File: config.mk
export PLATFORM = sky130hd
export DESIGN_NAME = puf_crp_engine
export DESIGN_NICKNAME = d
export VERILOG_FILES = /design/src/rtl/puf_crp_engine.sv
export SDC_FILE = /design/constraint.sdc
export NUM_CORES = 1
export LEC_CHECK = 0
export ABC_CLOCK_PERIOD_IN_PS = 2700
export BUFFER_PORTS_ARGS = -buffer_cell sky130_fd_sc_hd__buf_2
export CAP_MARGIN = 20
export CORE_ASPECT_RATIO = 1.1
export CORE_MARGIN = 2
export CORE_UTILIZATION = 30
export DETAILED_ROUTE_END_ITERATION = 10
export PLACE_DENSITY = 0.49
export SLEW_MARGIN = 30
export SYNTH_ARGS = -nofsm -noshare
export SYNTH_HDL_FRONTEND = slang
export SYNTH_SLANG_ARGS = --single-unit
File: constraint.sdc
create_clock -name clk -period 2.7 [get_ports clk]
set_input_delay 0.405 -clock clk [delete_from_list [all_inputs] [get_ports clk]]
set_output_delay 0.405 -clock clk [all_outputs]
set_load 0.005 [all_outputs]
File: src/rtl/puf_crp_engine.sv
// PUF challenge/response initiator: LFSR challenges in, packed response word out.
// Define PUF_MAJORITY_EN to evaluate each challenge three times with a majority vote.
module puf_crp_engine #(
   parameter int unsigned N             = 128,
   parameter int unsigned R             = 32,
   parameter int unsigned EXCITE_CYCLES = 1024,
   parameter int unsigned SETTLE_CYCLES = 4,
   parameter logic [N-1:0] TAPS         = 128'hA000_0014_0000_0000_0000_0000_0000_0000
) (
   input  logic         clk,
   input  logic         reset,
   input  logic         start,
   input  logic [N-1:0] seed,
   output logic         busy,
   output logic [N-1:0] puf_sel,
   output logic         puf_in,
   output logic         puf_reset,
   input  logic         puf_out,
   output logic [R-1:0] resp_data,
   output logic         resp_valid,
   input  logic         resp_ready
);

   localparam int unsigned KW = (R > 1) ? $clog2(R) : 1;
   localparam logic [15:0] EXC_LAST = 16'(EXCITE_CYCLES - 1);
   localparam logic [15:0] SET_LAST = 16'(SETTLE_CYCLES - 1);
   localparam logic [KW-1:0] K_LAST = KW'(R - 1);
   localparam logic [N-1:0] ONE = {{(N-1){1'b0}}, 1'b1};

   typedef enum logic [2:0] {
      S_IDLE, S_LOAD, S_EXCITE, S_SETTLE, S_SAMPLE, S_DONE
   } state_e;

   state_e        state_q, state_d;
   logic [N-1:0]  chal_q, chal_d;
   logic [15:0]   cnt_q, cnt_d;
   logic [KW-1:0] k_q, k_d;
   logic [R-1:0]  resp_data_q, resp_data_d;
   logic          resp_valid_q, resp_valid_d;
   logic          busy_q, busy_d;
   logic [N-1:0]  puf_sel_q, puf_sel_d;
   logic          puf_in_q, puf_in_d;
   logic          puf_reset_q, puf_reset_d;
   logic          last_eval;
   logic          sample_bit;

`ifdef PUF_MAJORITY_EN
   logic [1:0] ev_q, ev_d;
   logic [1:0] vote_q, vote_d;

   assign last_eval  = (ev_q == 2'd2);
   assign sample_bit = (vote_q[0] & vote_q[1]) |
                       (vote_q[0] & puf_out) |
                       (vote_q[1] & puf_out);
`else
   assign last_eval  = 1'b1;
   assign sample_bit = puf_out;
`endif

   always_ff @(posedge clk) begin
      if (reset) begin
         state_q      <= S_IDLE;
         chal_q       <= '0;
         cnt_q        <= '0;
         k_q          <= '0;
         resp_data_q  <= '0;
         resp_valid_q <= 1'b0;
         busy_q       <= 1'b0;
         puf_sel_q    <= '0;
         puf_in_q     <= 1'b0;
         puf_reset_q  <= 1'b1;
`ifdef PUF_MAJORITY_EN
         ev_q         <= '0;
         vote_q       <= '0;
`endif
      end else begin
         state_q      <= state_d;
         chal_q       <= chal_d;
         cnt_q        <= cnt_d;
         k_q          <= k_d;
         resp_data_q  <= resp_data_d;
         resp_valid_q <= resp_valid_d;
         busy_q       <= busy_d;
         puf_sel_q    <= puf_sel_d;
         puf_in_q     <= puf_in_d;
         puf_reset_q  <= puf_reset_d;
`ifdef PUF_MAJORITY_EN
         ev_q         <= ev_d;
         vote_q       <= vote_d;
`endif
      end
   end

   always_comb begin
      state_d = state_q;
      chal_d  = chal_q;
      cnt_d   = cnt_q;
      k_d     = k_q;
`ifdef PUF_MAJORITY_EN
      ev_d    = ev_q;
      vote_d  = vote_q;
`endif
      unique case (state_q)
         S_IDLE: begin
            if (start) begin
               chal_d  = (seed == '0) ? ONE : seed;
               k_d     = '0;
               state_d = S_LOAD;
`ifdef PUF_MAJORITY_EN
               ev_d    = '0;
`endif
            end
         end
         S_LOAD: begin
            cnt_d   = EXC_LAST;
            state_d = S_EXCITE;
         end
         S_EXCITE: begin
            if (cnt_q == '0) begin
               cnt_d   = SET_LAST;
               state_d = S_SETTLE;
            end else begin
               cnt_d = cnt_q - 16'd1;
            end
         end
         S_SETTLE: begin
            if (cnt_q == '0) state_d = S_SAMPLE;
            else             cnt_d   = cnt_q - 16'd1;
         end
         S_SAMPLE: begin
            if (!last_eval) begin
`ifdef PUF_MAJORITY_EN
               vote_d[ev_q[0]] = puf_out;
               ev_d            = ev_q + 2'd1;
`endif
               state_d = S_LOAD;
            end else begin
`ifdef PUF_MAJORITY_EN
               ev_d   = '0;
`endif
               chal_d = {chal_q[N-2:0], ^(chal_q & TAPS)};
               if (k_q == K_LAST) begin
                  state_d = S_DONE;
               end else begin
                  k_d     = k_q + 1'b1;
                  state_d = S_LOAD;
               end
            end
         end
         S_DONE: begin
            if (resp_ready) state_d = S_IDLE;
         end
         default: state_d = S_IDLE;
      endcase
   end

   // Outputs are decoded from the next state so they line up with it once registered.
   always_comb begin
      busy_d       = (state_d != S_IDLE);
      puf_in_d     = (state_d == S_EXCITE);
      puf_reset_d  = (state_d == S_IDLE) || (state_d == S_LOAD) ||
                     (state_d == S_DONE);
      resp_valid_d = (state_d == S_DONE);
      puf_sel_d    = (state_d == S_LOAD) ? chal_d : puf_sel_q;
      resp_data_d  = resp_data_q;
      if (state_q == S_SAMPLE && last_eval) resp_data_d[k_q] = sample_bit;
   end

   assign busy       = busy_q;
   assign puf_sel    = puf_sel_q;
   assign puf_in     = puf_in_q;
   assign puf_reset  = puf_reset_q;
   assign resp_data  = resp_data_q;
   assign resp_valid = resp_valid_q;

endmodule

==> reports/metrics.cfg, run 1 <==
[placement]
gp_congestion = 0.843
hpwl_um = 33000
postPlaceCellArea_um2 = 16700
dp.cells = 2648
portBuffers = 296

[sta]
clock_skew_ps = 11.9
max_freq_mhz = 425
tns_ps = 0
post-route-period-util_pct = 87.2
tightest_slew_ps = 758
hold_viol_final = 0
period_minus_slack_ps = 2350
setup_viol = 0
rsz0062_at_grt = no
slew_headroom_pct = 49.5
slew_viol_final = 0

[routing]
routedLengthMet1_um = 23000
dr.max_layer_used = met4
finalWirelength_um = 49100
met2_wirelength_um = 22500
antenna_left = 0
met3_wirelength_um = 2860
drcViolationCount = 0
drtPass1Iterations = 5
drt_iter0_drc = 1165
avgViaCountPerCell = 5.22
wire_per_inst_um = 18.1
vias = 14200

[logic_synthesis]
syn_nets = 1976
ys_ff_latch = 316
synth_edf_count = 0
synthCells = 1836
synth_area_um2 = 14600
seq_area_frac_synth_pct = 43.5
avgSynthCellArea_um2 = 7.93
synth_top_flop_cell = dfxtp_1
synth_cell_types = 59
ys_async_sr_fraction_pct = 0
ys_warn_count = 0

[clock_tree]
postCtsSetupBuffers = 0
cts-root-buf = clkbuf_16
cts_buffers = 38
cts.sinks = 316
cts.repair.resized = 0
clockBufferDepth = 3
h-tree-depth = 2
path_clk_slew_ps = 60
cts_tree = done
clock_latency_ps = 540
postCtsHoldBufs = 0

[pwr]
ir_drop_v = 0.000339
power_density_nw_per_um2 = 694
leakage_nw = 7.16

[critical_path]
critPathKind = flop to flop
critPathArrivalTime_ps = 2820
cp.required_ps = 3170
cp-start-kind = flop
crit_path_end_kind = flop
cp_max_fo = 37

[global_routing]
first_global_vias = 13600
grt.total_usage_pct = 19.0
grt_pass1_wl_um = 77800
gr-total-overflow = 0
grt_max_degree = 119
grt_antenna_before_repair = 0

[floorplanning]
die_area_um2 = 50300
fp.dieH_um = 235
start_util_pct = 30.4
rows = 84
io_pins = 297
dieWidth_um = 214
coreArea_um2 = 47800

[cells_and_area]
area_delta_synth_final_pct = 22.4
antenna_cells = 0
stdcell_count = 2711
regArea_um2 = 6330
multiInputGateArea_um2 = 7560
fillCellCount = 5075
stdcell_area_um2 = 17800
fin_nets = 2183
drive_above_1_share_pct = 19.5

[hold_path]
hold_class = primary input to flop

[run]
maxCapViolCount = 0

[status]
status = completed

==> routing by layer <==
metal,global-route usage [%],up-vias
li1,-,6915
met1,26.6,6804
met2,29.9,386
met3,3.86,55
met4,4.13,0
met5,0,-
==> final timing paths <==
kind              slack [ps]                       end                     start  cells past startpoint
setup reg to reg         350  puf_sel[26]$_SDFFE_PP0N_       k_q[0]$_SDFFE_PP0P_                      7
setup / recovery         350  puf_sel[26]$_SDFFE_PP0N_       k_q[0]$_SDFFE_PP0P_                      7
hold / removal           230           busy$_SDFF_PP0_                resp_ready                      4
hold reg to reg          450  puf_sel[63]$_SDFFE_PP0N_  puf_sel[63]$_SDFFE_PP0N_                      2
==> cells in the mapped netlist (4+ instances only) <==
library cell	n	area [µm²]
a22oi_1	128	961
o21ai_0	42	210
nor3_1	10	50.1
nand4_1	9	56.3
mux2i_1	16	160
nand2_1	419	1570
nor2_1	53	199
nand3_1	24	120
dfxtp_1	316	6330
a211oi_1	4	30.0
xnor2_1	4	35.0
o21ai_1	113	566
a21oi_1	163	816
a21o_1	6	45.0
buf_2	35	175
inv_1	8	30.0
nor2b_1	129	807
ha_1	7	87.6
nor4_1	37	231
or3_1	8	50.1
buf_1	19	71.3
a2bb2oi_1	127	1110
clkbuf_1	108	405
==> report_power, final <==
| group | internal, mW | leakage [nW] | switching [mW] |
|---|---|---|---|
| Combinational | 0.977 | 4.02 | 1.28 |
| Clock | 2.81 | 0.562 | 2.02 |
| Sequential | 5.01 | 2.58 | 0.266 |
| Total | 8.80 | 7.16 | 3.56 |
==> area by class of cell <==
class | count | share of cell area [%]
clock buffers | 57 | 6.19
clock inverters | 6 | 0.232
inverters | 9 | 0.204
multi-input cells | 1347 | 42.4
flip-flops and latches | 316 | 35.5
well taps | 645 | 4.53
repair buffers | 331 | 10.9
==> critical path, cell delays in order (launching register included) <==
cell and delay [ps]:
dfxtp_1 420, ha_1 300, and3_1 190, ha_1 300, a211o_4 510, buf_4 310
nand2_1 70, a21oi_1 150
==> cells in the final DEF (no fill, tap or decap), types with 4 or more instances in the layout <==
cell type,instances
o21ai_0,42
buf_12,15
buf_2,294
inv_1,7
a211oi_1,4
a2bb2oi_1,127
clkbuf_8,6
buf_4,20
ha_1,7
clkbuf_16,39
clkbuf_1,12
mux2i_1,16
a22oi_1,128
a21oi_1,163
nand2_1,419
a21o_1,6
o21ai_1,113
nand3_1,24
dfxtp_1,315
nor2b_1,129
or3_1,8
nor4_1,37
nor3_1,10
xnor2_1,4
nand4_1,9
nor2_1,53
==> sequential cells by signal (all words and copies together), names as in the netlist <==
signal,flops
puf_sel,128
resp_data,32
chal_q,128
cnt_q,16
state_q,3
busy,1
resp_valid,1
puf_in,1
k_q,5
puf_reset,1
==> cells by family after synthesis <==
kind of cell,Yosys count,share of synthesized area (%)
simple gates,713,22.7
compound gates,604,26.9
flops,316,43.5
buf+inv,173,4.81
mux,16,1.10
xor+xnor,7,0.421
fa+ha+maj,7,0.602
==> through the flow <==
stage	worst slack [ps]	utilization (%)	total power, mW	hold slack, ps
floorplan	664	-	6.84	453
global placement	231	34.9	7.62	439
detailed placement	205	34.9	7.64	444
CTS	269	37.3	12.6	190
global route	80.9	37.3	13.0	261
finish	347	37.3	12.4	227
(Power assumes the default switching activity.)
==> run 2, diff against run 1 <==
--- a/config.mk
+++ b/config.mk
@@ -11,8 +11,8 @@
 export CORE_ASPECT_RATIO = 1.1
 export CORE_MARGIN = 2
 export CORE_UTILIZATION = 30
+export CTS_CLUSTER_DIAMETER = 150
 export DETAILED_ROUTE_END_ITERATION = 10
-export PLACE_DENSITY = 0.49
 export SLEW_MARGIN = 30
 export SYNTH_ARGS = -nofsm -noshare
 export SYNTH_HDL_FRONTEND = slang
==> run 2 against run 1 <==
Against the previous run: flip-flop and latch count is the same; clock skew up 4.3 ps; cell area increased by 0.60%; global-route usage is 1.2 points lower; non-clock buffer count is 4 lower; core utilization rose by 0.22 points; largest power group is now clock; highest routed layer is now met5.
==> reports/metrics.cfg, run 2 (synthesis gave the netlist of run 1 again) <==
[critical_path]
crit_family = adder cells
path_buf_inv = 2
cp_slowest_stage_delay_ps = 360
cp.required_ps = 3170
critPathArrivalTime_ps = 2790
reg2reg_depth = 8
critPathKind = flop to flop
crit_path_end_kind = flop
reg2reg_from = k_q[0]$_SDFFE_PP0P_
path_cells = ha_1 > and3_1 > ha_1 > a211oi_4 > buf_12 > buf_12 > nand2_1 > a21oi_1
cp_max_fo = 53
critical-path-slowest-cell = dfxtp_1
r2r_slack_ps = 380
critPathLaunch = k_q[0]$_SDFFE_PP0P_
r2r-end = puf_sel[35]$_SDFFE_PP0N_
critical_path.endpoint = puf_sel[35]$_SDFFE_PP0N_
cp-start-kind = flop
critical_path_depth = 8

[global_routing]
first_global_vias = 13400
grt_max_degree = 128
grt_pass1_wl_um = 73600
grt.total_usage_pct = 17.8
grt_antenna_before_repair = 4
gr-total-overflow = 0

[pwr]
p_switching_mw = 3.61
leakage_nw = 7.21
p_seq_share_pct = 41.0
clock_power_share_pct = 41.7
power_density_nw_per_um2 = 716
swShare_pct = 28.1
ir_drop_v = 0.000487
p_comb_share_pct = 17.2
intPower_mw = 9.24
p_total_mw = 12.8

[routing]
antenna_left = 0
finalWirelength_um = 46800
drt_iter0_drc = 1069
routedLengthMet1_um = 20300
met3_wirelength_um = 3040
met2_wirelength_um = 22200
avgViaCountPerCell = 5.22
drtPass1Iterations = 5
wire_per_inst_um = 17.2
drcViolationCount = 0
vias = 14200
dr.max_layer_used = met5

[floorplanning]
die_area_um2 = 50300
rows = 84
io_pins = 297
dieWidth_um = 214
fp.dieH_um = 235
start_util_pct = 30.4
coreArea_um2 = 47800

[sta]
slew_headroom_pct = 51.0
slew_viol_final = 0
tns_ps = 0
post-route-period-util_pct = 86.0
period_minus_slack_ps = 2320
max_freq_mhz = 431
setup_viol = 0
rsz0062_at_grt = no
tightest_slew_ps = 729
clock_skew_ps = 16.2
hold_viol_final = 0

[cells_and_area]
fillCellCount = 4988
area_delta_synth_final_pct = 23.2
layout_common_cells = nand2_1 (419), dfxtp_1 (315), buf_2 (294)
regArea_um2 = 6330
multiInputGateArea_um2 = 7560
stdcell_area_um2 = 17900
fin_nets = 2179
drive_above_1_share_pct = 19.7
mostFrequentLayoutCell = nand2_1

[clock_tree]
clock_latency_ps = 550
path_clk_slew_ps = 60
cts.repair.resized = 0
cts-root-buf = clkbuf_16
h-tree-depth = 2
cts.sinks = 316
clockBufferDepth = 3
postCtsSetupBuffers = 0
cts_tree = done
cts_buffers = 38
postCtsHoldBufs = 0

[placement]
hpwl_um = 31400
gp_congestion = 0.892
postPlaceCellArea_um2 = 16600
portBuffers = 296

[run]
maxCapViolCount = 0

[status]
status = completed

[hold_path]
hold_class = primary input to flop

[run 2: metal layers]
| layer | up-vias | GRT usage [%] |
|---|---|---|
| li1 | 6900 | - |
| met1 | 6770 | 22.8 |
| met2 | 425 | 29.2 |
| met3 | 73 | 4.19 |
| met4 | 2 | 6.17 |
| met5 | - | 0 |
[run 2: worst min path at each step]
| stage | start | endpoint | slack (ps) | cells past startpoint |
|---|---|---|---|---|
| after CTS | reset | resp_data[19]$_SDFFE_PP0P_ | 160 | 2 |
| after global placement | puf_sel[82]$_SDFFE_PP0N_ | puf_sel[82]$_SDFFE_PP0N_ | 440 | 2 |
| after floorplan | puf_sel[100]$_SDFFE_PP0N_ | puf_sel[100]$_SDFFE_PP0N_ | 450 | 2 |
| after detailed placement | puf_sel[38]$_SDFFE_PP0N_ | puf_sel[38]$_SDFFE_PP0N_ | 440 | 2 |
| final | reset | resp_data[11]$_SDFFE_PP0P_ | 200 | 2 |
| after global routing | reset | resp_data[19]$_SDFFE_PP0P_ | 180 | 2 |
[run 2: power by group through the flow]
stage	logic, mW	registers [mW]	clock network [mW]
after floorplan	1.52	5.32	0
after global placement	2.19	5.36	0
after detailed placement	2.22	5.37	0
after CTS	2.23	5.27	5.52
after global routing	2.45	5.32	5.70
final	2.21	5.27	5.36
[run 2: through the flow]
step	util (%)	worst slack (ps)	std cells	hold slack (ps)
floorplan	-	664	1836	453
global placement	34.8	131	2644	441
detailed placement	34.8	81.8	2644	443
CTS	37.5	356	2713	162
global route	37.5	203	2716	181
finish	37.5	377	2717	204
[run 2: cell type report]
| type | count | area share, % |
|---|---|---|
| diodes | 4 | 0.0558 |
| clock buffers | 53 | 6.20 |
| clock inverters | 16 | 1.06 |
| inverters | 9 | 0.202 |
| multi-input cells | 1347 | 42.1 |
| flip-flops and latches | 316 | 35.3 |
| well taps | 645 | 4.50 |
| repair buffers | 327 | 10.5 |
==> run 3, diff against run 2 <==
==> constraint.sdc (replaced) <==
create_clock -name clk -period 2.7 [get_ports clk]
set_input_delay 0.27 -clock clk [delete_from_list [all_inputs] [get_ports clk]]
set_output_delay 0.27 -clock clk [all_outputs]
set_load 0.005 [all_outputs]
==> run 3 against run 2 <==
Against the previous run: wire length rose by 0.82%; clock-buffer cell count rose by 3; non-clock buffer count rose by 6; clock power fell by 2%; core utilization rose by 0.13 points; cell area rose by 0.34%; power fell by 0.48%; first-iteration DRC count rose by 1.2%; clock skew rose by 6.5 ps; die area did not move; sequential share of layout area fell by 0.12 points; worst setup slack got worse by 36 ps; largest cell class unchanged.
==> reports/metrics.cfg, run 3 (synthesis gave the netlist of run 1 again) <==
[floorplanning]
coreArea_um2 = 47800
die_area_um2 = 50300
rows = 84
fp.dieH_um = 235
start_util_pct = 30.4
io_pins = 297
dieWidth_um = 214

[pwr]
leakage_nw = 7.25
power_density_nw_per_um2 = 711
ir_drop_v = 0.000376

[sta]
hold_viol_final = 0
hold_slack_ps = 95.9
tightest_slew_ps = 636
period_minus_slack_ps = 2360
tns_ps = 0
slew_headroom_pct = 57.6
rsz0062_at_grt = no
post-route-period-util_pct = 87.3
max_freq_mhz = 424
clock_skew_ps = 22.7
slew_viol_final = 0
setup_viol = 0

[placement]
portBuffers = 296
postPlaceCellArea_um2 = 16700
hpwl_um = 31700
gp_congestion = 0.844

[routing]
drtPass1Iterations = 6
vias = 14300
wire_per_inst_um = 17.3
avgViaCountPerCell = 5.24
finalWirelength_um = 47200
drt_iter0_drc = 1082
antenna_left = 0
drcViolationCount = 0

[cells_and_area]
regArea_um2 = 6330
fillCellCount = 4993
area_delta_synth_final_pct = 23.6
drive_above_1_share_pct = 19.9
multiInputGateArea_um2 = 7560
fin_nets = 2184
mostFrequentLayoutCell = nand2_1
stdcell_area_um2 = 18000
layout_common_cells = nand2_1 (419), dfxtp_1 (315), buf_2 (294)

[global_routing]
grt_max_degree = 129
gr-total-overflow = 0
grt_antenna_before_repair = 0
first_global_vias = 13500
grt.total_usage_pct = 18.0
grt_pass1_wl_um = 74600

[critical_path]
crit_top_cell = ha_1
crit_path_end_kind = flop
path_cells = ha_1 > and3_1 > ha_1 > a211oi_4 > buf_12 > buf_4 > nand2_1 > a21oi_1
cp_slowest_stage_delay_ps = 370
critPathKind = flop to flop
cp.required_ps = 3170
critPathArrivalTime_ps = 2830
path_buf_inv = 2
critical-path-slowest-cell = a211oi_4
cp-start-kind = flop
crit_family = adder cells
cp_max_fo = 27

[clock_tree]
postCtsSetupBuffers = 0
cts.repair.resized = 0
clock_latency_ps = 550
cts.sinks = 316
cts-root-buf = clkbuf_16
postCtsHoldBufs = 0
clockBufferDepth = 3
h-tree-depth = 2
cts_buffers = 37
path_clk_slew_ps = 60
cts_tree = done

[status]
status = completed

[run]
maxCapViolCount = 0

[hold_path]
hold_class = primary input to flop

[run 3: final cells by class]
cell class                      count  area share, %
Sequential cell                   316           35.2
Timing Repair Buffer              333           11.0
Clock inverter                     12          0.807
Multi-Input combinational cell   1347           42.0
Inverter                            9          0.202
Clock buffer                       56           6.28
Antenna cell                        1         0.0139
Tap cell                          645           4.49
[run 3: through the flow]
stage | power [mW] | instances | util (%) | worst slack, ps
2_1_floorplan | 6.84 | 1836 | - | 664
3_3_place_gp | 7.59 | 2650 | 35.0 | 318
3_5_place_dp | 7.63 | 2650 | 35.0 | 273
4_1_cts | 13.0 | 2718 | 37.6 | 329
5_1_grt | 13.4 | 2718 | 37.6 | 177
6_report | 12.8 | 2719 | 37.6 | 342
[run 3: where the power goes]
| group | internal, mW | switching (mW) | total [mW] |
|---|---|---|---|
| clock | 3.19 | 2.06 | 5.25 |
| sequential | 5.01 | 0.261 | 5.27 |
| combinational | 0.990 | 1.27 | 2.26 |
[run 3: final timing paths]
| path | startpoint | to | slack, ps | depth (start not counted) |
|---|---|---|---|---|
| setup / recovery | k_q[0]$_SDFFE_PP0P_ | puf_sel[24]$_SDFFE_PP0N_ | 340 | 8 |
| hold / removal | resp_ready | busy$_SDFF_PP0_ | 100 | 4 |
| setup reg to reg | k_q[0]$_SDFFE_PP0P_ | puf_sel[24]$_SDFFE_PP0N_ | 340 | 8 |
| hold reg to reg | puf_sel[107]$_SDFFE_PP0N_ | puf_sel[107]$_SDFFE_PP0N_ | 450 | 2 |
[run 3: tightest hold or removal path: stages]
cell and delay [ps]:
buf_2 110, a21oi_1 60, nor2_1 80, a211oi_1 60
[run 3: routing by layer]
metal  global-route usage, %  vias up  routed length [µm]
li1                        -     6908                   -
met1                    24.3     6841               21400
met2                    28.7      443               21800
met3                    3.48       65                2740
met4                    5.95        0                1280
met5                       0        -                   0
